`config.mk`:
```
export PLATFORM = sky130hd
export DESIGN_NAME = sdram_arbiter
export DESIGN_NICKNAME = d
export VERILOG_FILES = /design/src/rtl/sdram_pkg.sv /design/src/rtl/rr_arbiter.sv /design/src/rtl/sdram_arbiter.sv
export SDC_FILE = /design/constraint.sdc
export NUM_CORES = 1
export LEC_CHECK = 0
export ABC_AREA = 1
export ABC_CLOCK_PERIOD_IN_PS = 5050
export CAP_MARGIN = 5
export CELL_PAD_IN_SITES_DETAIL_PLACEMENT = 1
export CELL_PAD_IN_SITES_GLOBAL_PLACEMENT = 1
export CORE_MARGIN = 2
export CORE_UTILIZATION = 28
export DETAILED_ROUTE_END_ITERATION = 12
export PLACE_DENSITY = 0.92
export SETUP_SLACK_MARGIN = 0.2
export SLEW_MARGIN = 20
export SYNTH_ARGS = -nofsm -noshare
export SYNTH_HDL_FRONTEND = slang
export SYNTH_HIERARCHICAL = 1
export SYNTH_SLANG_ARGS = --single-unit
```
`constraint.sdc`:
```
create_clock -name clk_i -period 5.05 [get_ports clk_i]
set_clock_uncertainty 0.1 [all_clocks]
set_input_delay 0.505 -clock clk_i [delete_from_list [all_inputs] [get_ports clk_i]]
set_output_delay 0.505 -clock clk_i [all_outputs]
set_load 0.05 [all_outputs]
```
`src/rtl/sdram_pkg.sv`:
```
// Shared FSM encoding and round-robin selection helper for the SDRAM arbiter.
// Supports up to MaxPorts requesters.
package sdram_pkg;

  localparam int unsigned MaxPorts = 4;

  typedef logic [1:0] state_t;

  localparam state_t StIdle     = 2'd0;
  localparam state_t StIssue    = 2'd1;
  localparam state_t StWaitDone = 2'd2;

  typedef struct packed {
    logic       found;
    logic [1:0] idx;
  } rr_pick_t;

  // Search starts at the port after the last one served, wrapping at num.
  function automatic rr_pick_t rr_select(input logic [MaxPorts-1:0] req,
                                         input logic [1:0]          last,
                                         input int unsigned         num);
    rr_pick_t   pick;
    logic [1:0] cand;
    pick = '0;
    for (int unsigned off = 1; off <= MaxPorts; off++) begin
      cand = 2'((32'(last) + off) % num);
      if (off <= num && !pick.found && req[cand]) begin
        pick.found = 1'b1;
        pick.idx   = cand;
      end
    end
    return pick;
  endfunction

endpackage

```
`src/rtl/rr_arbiter.sv`:
```
// Combinational round-robin arbiter: request vector plus last grant in,
// one-hot grant and index out.
module rr_arbiter
  import sdram_pkg::*;
#(
  parameter int unsigned NumPorts = 2,
  parameter int unsigned IdxW     = $clog2(NumPorts)
) (
  input  logic [NumPorts-1:0] req_i,
  input  logic [IdxW-1:0]     last_i,
  output logic [NumPorts-1:0] gnt_o,
  output logic [IdxW-1:0]     idx_o,
  output logic                any_o
);

  logic [MaxPorts-1:0] req_pad;
  logic [1:0]          last_pad;
  rr_pick_t            pick;
  logic                unused_pick;

  always_comb begin
    req_pad                 = '0;
    req_pad[NumPorts-1:0]   = req_i;
    last_pad                = '0;
    last_pad[IdxW-1:0]      = last_i;
    pick                    = rr_select(req_pad, last_pad, NumPorts);
    any_o                   = pick.found;
    idx_o                   = pick.idx[IdxW-1:0];
    gnt_o                   = '0;
    if (pick.found) begin
      gnt_o[idx_o] = 1'b1;
    end
  end

  // Index bits above IdxW are always zero for small port counts.
  assign unused_pick = ^pick;

endmodule

```
`src/rtl/sdram_arbiter.sv`:
```
// Multi-port request arbiter in front of a single SDRAM controller.
// One transaction outstanding at a time; round-robin fairness across ports.
module sdram_arbiter
  import sdram_pkg::*;
#(
  parameter int unsigned NUM_PORTS  = 2,
  parameter int unsigned ADDR_WIDTH = 32,
  parameter int unsigned DATA_WIDTH = 32,
  localparam int unsigned IdxW      = $clog2(NUM_PORTS),
  localparam int unsigned StrbW     = DATA_WIDTH / 8
) (
  input  logic                            clk_i,
  input  logic                            rst_i,
  input  logic [NUM_PORTS-1:0]            req_valid_i,
  output logic [NUM_PORTS-1:0]            req_ready_o,
  input  logic [NUM_PORTS-1:0]            req_we_i,
  input  logic [NUM_PORTS*ADDR_WIDTH-1:0] req_addr_i,
  input  logic [NUM_PORTS*DATA_WIDTH-1:0] req_wdata_i,
  input  logic [NUM_PORTS*StrbW-1:0]      req_wstrb_i,
  output logic [NUM_PORTS-1:0]            rsp_valid_o,
  output logic [DATA_WIDTH-1:0]           rsp_rdata_o,
  output logic                            cmd_valid_o,
  input  logic                            cmd_ready_i,
  output logic                            cmd_we_o,
  output logic [ADDR_WIDTH-1:0]           cmd_addr_o,
  output logic [DATA_WIDTH-1:0]           cmd_wdata_o,
  output logic [StrbW-1:0]                cmd_wstrb_o,
  input  logic                            cmd_done_i,
  input  logic [DATA_WIDTH-1:0]           cmd_rdata_i,
  output logic [IdxW-1:0]                 grant_id_o,
  output logic                            err_spurious_o
);

  state_t                 state_q, state_d;
  logic [IdxW-1:0]        grant_q, grant_d;
  logic [IdxW-1:0]        last_q, last_d;
  logic                   we_q, we_d;
  logic [ADDR_WIDTH-1:0]  addr_q, addr_d;
  logic [DATA_WIDTH-1:0]  wdata_q, wdata_d;
  logic [StrbW-1:0]       wstrb_q, wstrb_d;
  logic [NUM_PORTS-1:0]   rsp_valid_q, rsp_valid_d;
  logic [DATA_WIDTH-1:0]  rdata_q, rdata_d;
  logic                   err_q, err_d;

  logic [NUM_PORTS-1:0]   arb_gnt;
  logic [IdxW-1:0]        arb_idx;
  logic                   arb_any;

  rr_arbiter #(
    .NumPorts (NUM_PORTS),
    .IdxW     (IdxW)
  ) u_rr (
    .req_i  (req_valid_i),
    .last_i (last_q),
    .gnt_o  (arb_gnt),
    .idx_o  (arb_idx),
    .any_o  (arb_any)
  );

  always_comb begin
    state_d     = state_q;
    grant_d     = grant_q;
    last_d      = last_q;
    we_d        = we_q;
    addr_d      = addr_q;
    wdata_d     = wdata_q;
    wstrb_d     = wstrb_q;
    rdata_d     = rdata_q;
    rsp_valid_d = '0;
    req_ready_o = '0;
    // A completion outside WAIT_DONE has no owner; flag it and drop it.
    err_d       = err_q | (cmd_done_i && (state_q != StWaitDone));

    case (state_q)
      StIdle: begin
        req_ready_o = arb_gnt;
        if (arb_any) begin
          grant_d = arb_idx;
          we_d    = req_we_i[arb_idx];
          addr_d  = req_addr_i[32'(arb_idx) * ADDR_WIDTH +: ADDR_WIDTH];
          wdata_d = req_wdata_i[32'(arb_idx) * DATA_WIDTH +: DATA_WIDTH];
          wstrb_d = req_wstrb_i[32'(arb_idx) * StrbW +: StrbW];
          state_d = StIssue;
        end
      end
      StIssue: begin
        if (cmd_ready_i) begin
          state_d = StWaitDone;
        end
      end
      StWaitDone: begin
        if (cmd_done_i) begin
          rsp_valid_d[grant_q] = 1'b1;
          rdata_d              = cmd_rdata_i;
          last_d               = grant_q;
          state_d              = StIdle;
        end
      end
      default: state_d = StIdle;
    endcase
  end

  always_ff @(posedge clk_i or posedge rst_i) begin
    if (rst_i) begin
      state_q     <= StIdle;
      grant_q     <= '0;
      last_q      <= IdxW'(NUM_PORTS - 1);
      we_q        <= 1'b0;
      addr_q      <= '0;
      wdata_q     <= '0;
      wstrb_q     <= '0;
      rsp_valid_q <= '0;
      rdata_q     <= '0;
      err_q       <= 1'b0;
    end else begin
      state_q     <= state_d;
      grant_q     <= grant_d;
      last_q      <= last_d;
      we_q        <= we_d;
      addr_q      <= addr_d;
      wdata_q     <= wdata_d;
      wstrb_q     <= wstrb_d;
      rsp_valid_q <= rsp_valid_d;
      rdata_q     <= rdata_d;
      err_q       <= err_d;
    end
  end

  assign cmd_valid_o    = (state_q == StIssue);
  assign cmd_we_o       = we_q;
  assign cmd_addr_o     = addr_q;
  assign cmd_wdata_o    = wdata_q;
  assign cmd_wstrb_o    = wstrb_q;
  assign rsp_valid_o    = rsp_valid_q;
  assign rsp_rdata_o    = rdata_q;
  assign grant_id_o     = grant_q;
  assign err_spurious_o = err_q;

endmodule

```
==> results of run 1 <==
==> power breakdown <==
group	internal (W)	switching (W)
Combinational	0.00103	0.00226
Sequential	0.00126	0.000226
Clock	0.000401	0.000358
==> critical path, delay by kind of cell <==
family | cells | cell delay (ns)
AOI/OAI and AO/OA | 1 | 0.15
buffers and inverters | 4 | 1.51
and+or+nand+nor | 1 | 0.09
==> kinds of logic (layout without fill, tap and decap cells) <==
logic type / Yosys count / in the layout / share of synthesized area, %
AOI/OAI and AO/OA: 6 / 6 / 0.648
buffers and inverters: 48 / 316 / 5.51
and+or+nand+nor: 530 / 530 / 40.0
DFF: 108 / 108 / 53.9
==> state kept, by name (all words and copies together) (netlist names), 2 cells and up <==
name         count
cmd_wdata_o     32
rsp_valid_o      2
cmd_addr_o      32
cmd_wstrb_o      4
rsp_rdata_o     32
state_q          2
==> stage by stage <==
step | std cells | setup WS, ns | area, sq um | utilization [%] | power [W]
after floorplan | 692 | 1.60 | 5020 | - | 0.00362
after global placement | 1169 | 2.21 | 7950 | 45.7 | 0.00473
after detailed placement | 1169 | 2.18 | 7960 | 45.7 | 0.00482
after CTS | 1185 | 2.17 | 8270 | 47.5 | 0.00561
after global routing | 1185 | 2.06 | 8270 | 47.5 | 0.00586
final | 1185 | 2.19 | 8270 | 47.5 | 0.00553
==> routing by layer <==
layer	share of wire, %	vias up	track usage [%]
met2	51	176	34.4
met3	8.3	30	5.30
met5	0	-	0
met1	38	2478	19.7
met4	2.6	0	6.58
li1	-	2575	-
==> layout make-up <==
cell class / count / area [sq um] / area share, %
Clock inverter: 7 / 90.1 / 1.09
Tap cell: 225 / 282 / 3.40
Sequential cell: 108 / 2700 / 32.7
Timing Repair Buffer: 287 / 2860 / 34.6
Multi-Input combinational cell: 536 / 2060 / 24.9
Inverter: 13 / 53.8 / 0.650
Clock buffer: 9 / 225 / 2.72
==> worst paths after layout <==
check	cells past startpoint	end	slack, ns
min	2	cmd_wdata_o[11]	0.38
min in group asynchronous	2	rsp_rdata_o[17]	0.57
max in group asynchronous	3	rsp_valid_o[0]	3.18
max reg2reg	6	cmd_wdata_o[14]	3.03
max	6	req_ready_o[0]	2.19
min reg2reg	2	cmd_wdata_o[11]	0.38
==> layout by cell type (no fill, tap or decap), types with 3 or more instances in the layout <==
master / Yosys / routed
clkdlybuf4s50_1: 0 / 283
buf_4: 4 / 4
clkbuf_16: 0 / 9
nand2_2: 2 / 3
inv_1: 9 / 8
inv_2: 4 / 3
nor2_1: 6 / 6
nand2_1: 519 / 518
inv_8: 0 / 3
dfrtp_1: 107 / 107
==> impl_metrics.csv, run 1 <==
group,metric,value,unit
timing,max_freq,349,MHz
clock_network,clk_pin_slew,0.08,ns
drt,vias_per_cell,4.44,
logic_synthesis,synth-main-ff-cell,"dfrtp_1",
timing,finalHoldViolations,0,
floorplan,die_area,0.0190,sq mm
drt,ant_nets,0,
clock_network,post_cts_buffers,0,
logic_synthesis,synthCells,692,
critical_path,crit_type,"in -> out",
global_routing,grt_max_degree,71,
drt,wl,17900,um
placement,dp_hpwl,13300,um
clock_network,numCtsBuffers,9,
logic_synthesis,synth-edff-count,0,
global_routing,grt_pass1_wl,27300,um
timing,timing.hold.ws,0.384,ns
floorplan,core_area,0.0174,sq mm
critical_path,cpPeakStageDelay,0.84,ns
global_routing,grt_overflow,0,
timing,fin_crit,2.86,ns
timing,period_share,56.7,%
clock_network,cts_resized,0,
floorplan,io_pins,284,
critical_path,cp_max_fo,3,
logic_synthesis,syn_avg_cell_area,7.25,sq um
global_routing,grt_pass1_vias,5569,
critical_path,required,4.45,ns
logic_synthesis,yosys.area.top_type,"dfrtp_1",
logic_synthesis,syn_nets,868,
logic_synthesis,yosysWarnings,6,
logic_synthesis,yosysMostFrequentCell,"nand2_1",
critical_path,crit_slowest_cell,"clkdlybuf4s50_1",
critical_path,worstPathArrival,2.26,ns
logic_synthesis,synthTopCellsByCount,"nand2_1, dfrtp_1, buf_2",
timing,drv_slew,0,
placement,io_buffers,283,
clock_network,clkLatencyLatePin,0.34,ns
timing,worst_pin_slew,0.828,ns
critical_path,worst_setup_path_end_kind,"primary output",
critical_path,startpoint_type,"input pin",
floorplan,rows,48,
global_routing,gr-usage-all-layers,18.4,%
floorplan,start_util,28.8,%
logic_synthesis,yosysUniqueCellTypes,17,
global_routing,antenna_found_initial,0,
critical_path,crit_chain,"clkdlybuf4s50_1, inv_1, a21oi_1, inv_1, nor2_1, clkdlybuf4s50_1",
run,maxCapViolCount,0,
clock_network,ctsRootBufferMaster,"clkbuf_16",
drt,dr_total_vias,5259,
floorplan,dieHeight,138,um
drt,drc,0,
power,ir_drop,0.000368,V
clock_network,cts.sinks,108,
run_status,outcome,"completed",
drt,first_pass_iters,4,
power,power.density,669,mW/mm^2
power,leakagePower,4.20,nW
layout,fill_cells,2161,
worst_hold_path,hold_path_class,"reg -> reg",
layout,fin_nets,1131,
critical_path,r2r_start,"state_q[1]",
logic_synthesis,synth_area,0.00502,sq mm
timing,rsz0062_at_grt,"false",
placement,gp_congestion,0.745,
clock_network,cts_tree,"done",
layout,num_antenna_cells,0,
logic_synthesis,synth_area_leaders,"dfrtp_1, nand2_1, buf_2",
critical_path,critPathLaunch,"req_valid_i[0]",
logic_synthesis,seq_area_frac_synth,53.9,%
logic_synthesis,netlist.area_leader.share,53.4,%
logic_synthesis,ys_ff_latch,108,
timing,setup_violations,0,
worst_hold_path,hp-start,"cmd_wdata_o[11]",
logic_synthesis,ys_async_sr_fraction,100,%
clock_network,hold_buffers,0,
floorplan,die_w,138,um
drt,drt_iter0_markers,150,
timing,slew_headroom,44.8,%
drt,avgRoutedWirePerCell,15.1,um
timing,fin_setup_tns,0,ns
layout,areaGrowthSynthToFinish,64.9,%
clock_network,cts_max_path_buffers,2,
clock_network,htreeDepth,3,
layout,drive_gt1_share,3.33,%
(Power assumes the default switching activity.)
==> run 2, diff against run 1 <==
--- a/config.mk
+++ b/config.mk
@@ -6,14 +6,14 @@
 export NUM_CORES = 1
 export LEC_CHECK = 0
 export ABC_AREA = 1
-export ABC_CLOCK_PERIOD_IN_PS = 5050
+export ABC_CLOCK_PERIOD_IN_PS = 2700
 export CAP_MARGIN = 5
 export CELL_PAD_IN_SITES_DETAIL_PLACEMENT = 1
 export CELL_PAD_IN_SITES_GLOBAL_PLACEMENT = 1
 export CORE_MARGIN = 2
-export CORE_UTILIZATION = 28
+export CORE_UTILIZATION = 26
 export DETAILED_ROUTE_END_ITERATION = 12
-export PLACE_DENSITY = 0.92
+export PLACE_DENSITY = 0.87
 export SETUP_SLACK_MARGIN = 0.2
 export SLEW_MARGIN = 20
 export SYNTH_ARGS = -nofsm -noshare
==> constraint.sdc (replaced) <==
create_clock -name clk_i -period 2.7 [get_ports clk_i]
set_clock_uncertainty 0.1 [all_clocks]
set_input_delay 0.27 -clock clk_i [delete_from_list [all_inputs] [get_ports clk_i]]
set_output_delay 0.27 -clock clk_i [all_outputs]
set_load 0.05 [all_outputs]
==> impl_metrics.csv, run 2 (synthesis gave the netlist of run 1 again) <==
group,metric,value,unit
drt,dr_total_vias,5205,
layout,final_area,0.00838,sq mm
drt,wl,17800,um
critical_path,crit_chain,"clkdlybuf4s50_1, inv_1, a21oi_1, inv_1, nor2_1, clkdlybuf4s50_1",
timing,finalHoldViolations,0,
clock_network,cts_max_path_buffers,2,
floorplan,dieHeight,143,um
clock_network,post_cts_buffers,0,
floorplan,io_pins,284,
drt,vias_per_cell,4.24,
critical_path,cp_max_fo,3,
critical_path,reg2reg_depth,7,
layout,finish.utilization,44.5,%
drt,drt_iter0_markers,129,
timing,drv_slew,0,
global_routing,grt_pass1_vias,5466,
power,ir_drop,0.000558,V
placement,gp_congestion,0.731,
critical_path,crit_type,"in -> out",
timing,fin_crit,2.29,ns
critical_path,startpoint_type,"input pin",
timing,worst_pin_slew,0.639,ns
global_routing,use_met3,4.39,%
clock_network,hold_buffers,0,
critical_path,crit_slowest_cell,"clkdlybuf4s50_1",
critical_path,required,2.33,ns
critical_path,worstPathArrival,1.92,ns
drt,ant_nets,0,
clock_network,clkLatencyLatePin,0.34,ns
placement,dp_hpwl,13400,um
placement,place_area,0.00811,sq mm
floorplan,die_w,143,um
floorplan,core_area,0.0188,sq mm
global_routing,antenna_found_initial,0,
layout,drive_gt1_share,3.72,%
clock_network,htreeDepth,3,
global_routing,gr-usage-all-layers,17.4,%
layout,multi_input_area,0.00205,sq mm
power,finalPower,0.0103,W
timing,setup_violations,0,
timing,fin_setup_tns,0,ns
clock_network,numCtsBuffers,9,
clock_network,cts_tree,"done",
clock_network,cts.sinks,108,
drt,avgRoutedWirePerCell,14.5,um
layout,num_antenna_cells,0,
drt,first_pass_iters,4,
critical_path,worst_setup_path_end_kind,"primary output",
global_routing,grt_max_degree,70,
worst_hold_path,hold_path_class,"in -> async",
layout,areaGrowthSynthToFinish,67.1,%
drt,drc,0,
global_routing,grtUsageMet2,31.9,%
layout,layout_commonest_cell,"nand2_1",
global_routing,grt.busiest_layer,"met2",
timing,max_freq,437,MHz
placement,io_buffers,283,
clock_network,clk_pin_slew,0.07,ns
timing,slew_headroom,57.2,%
layout,seq_area,0.00270,sq mm
floorplan,rows,50,
global_routing,grt_pass1_wl,27800,um
power,leakagePower,4.23,nW
layout,fill_cells,2293,
global_routing,grt_overflow,0,
run,maxCapViolCount,0,
timing,rsz0062_at_grt,"false",
layout,final_cell_mix,"nand2_1, clkdlybuf4s50_1, dfrtp_1",
layout,fin_nets,1138,
critical_path,cpPeakStageDelay,0.80,ns
global_routing,grt_use_met1,19.9,%
power,power.density,1220,mW/mm^2
floorplan,start_util,26.7,%
run_status,outcome,"completed",
timing,timing.hold.ws,0.189,ns
timing,period_share,84.7,%
floorplan,die_area,0.0204,sq mm
clock_network,ctsRootBufferMaster,"clkbuf_16",
-- run 2: worst max-delay path: cells and delay by family --
kind | cells | cell delay [ns]
AO/OA/AOI/OAI | 1 | 0.12
AND/OR/NAND/NOR | 1 | 0.09
buffers and inverters | 4 | 1.43
-- run 2: where the power goes --
part / internal [W] / switching (W) / total (W)
logic: 0.00198 / 0.00424 / 0.00622
clock network: 0.000656 / 0.000607 / 0.00126
registers: 0.00236 / 0.000411 / 0.00277
total: 0.00500 / 0.00525 / 0.0103
-- run 2: repair_timing --
item	in CTS	in global routing
hold endpoints to repair	0	0
setup endpoints to repair	1	0
resized for setup	1	0
-- run 2: cell type report --
type                            instances  area share, %
Clock buffer                           13           2.98
Sequential cell                       108           32.2
Clock inverter                          3          0.284
Timing Repair Buffer                  294           35.5
Inverter                               13          0.627
Tap cell                              260           3.88
Multi-Input combinational cell        536           24.5
-- run 2: metrics by stage --
step	std cells	worst slack (ns)
global placement	1211	0.384
detailed placement	1211	0.315
CTS	1227	0.410
finish	1227	0.412
floorplan	692	0.961
global route	1227	0.343
-- run 2: worst paths after layout --
path                       slack, ns            start         endpoint
setup / recovery                0.41   req_valid_i[1]   req_ready_o[1]
hold / removal                  0.19            rst_i    cmd_addr_o[3]
setup reg to reg                0.83           last_q    cmd_addr_o[0]
hold reg to reg                 0.38  cmd_wdata_o[15]  cmd_wdata_o[15]
max in group asynchronous       1.67            rst_i  rsp_rdata_o[12]
min in group clk_i              0.36   cmd_rdata_i[0]   rsp_rdata_o[0]
-- run 2: routing by layer --
metal | routed length, um | vias up
li1 | - | 2587
met1 | 7330 | 2435
met2 | 8980 | 167
met3 | 1220 | 16
met4 | 283 | 0
met5 | 0 | -
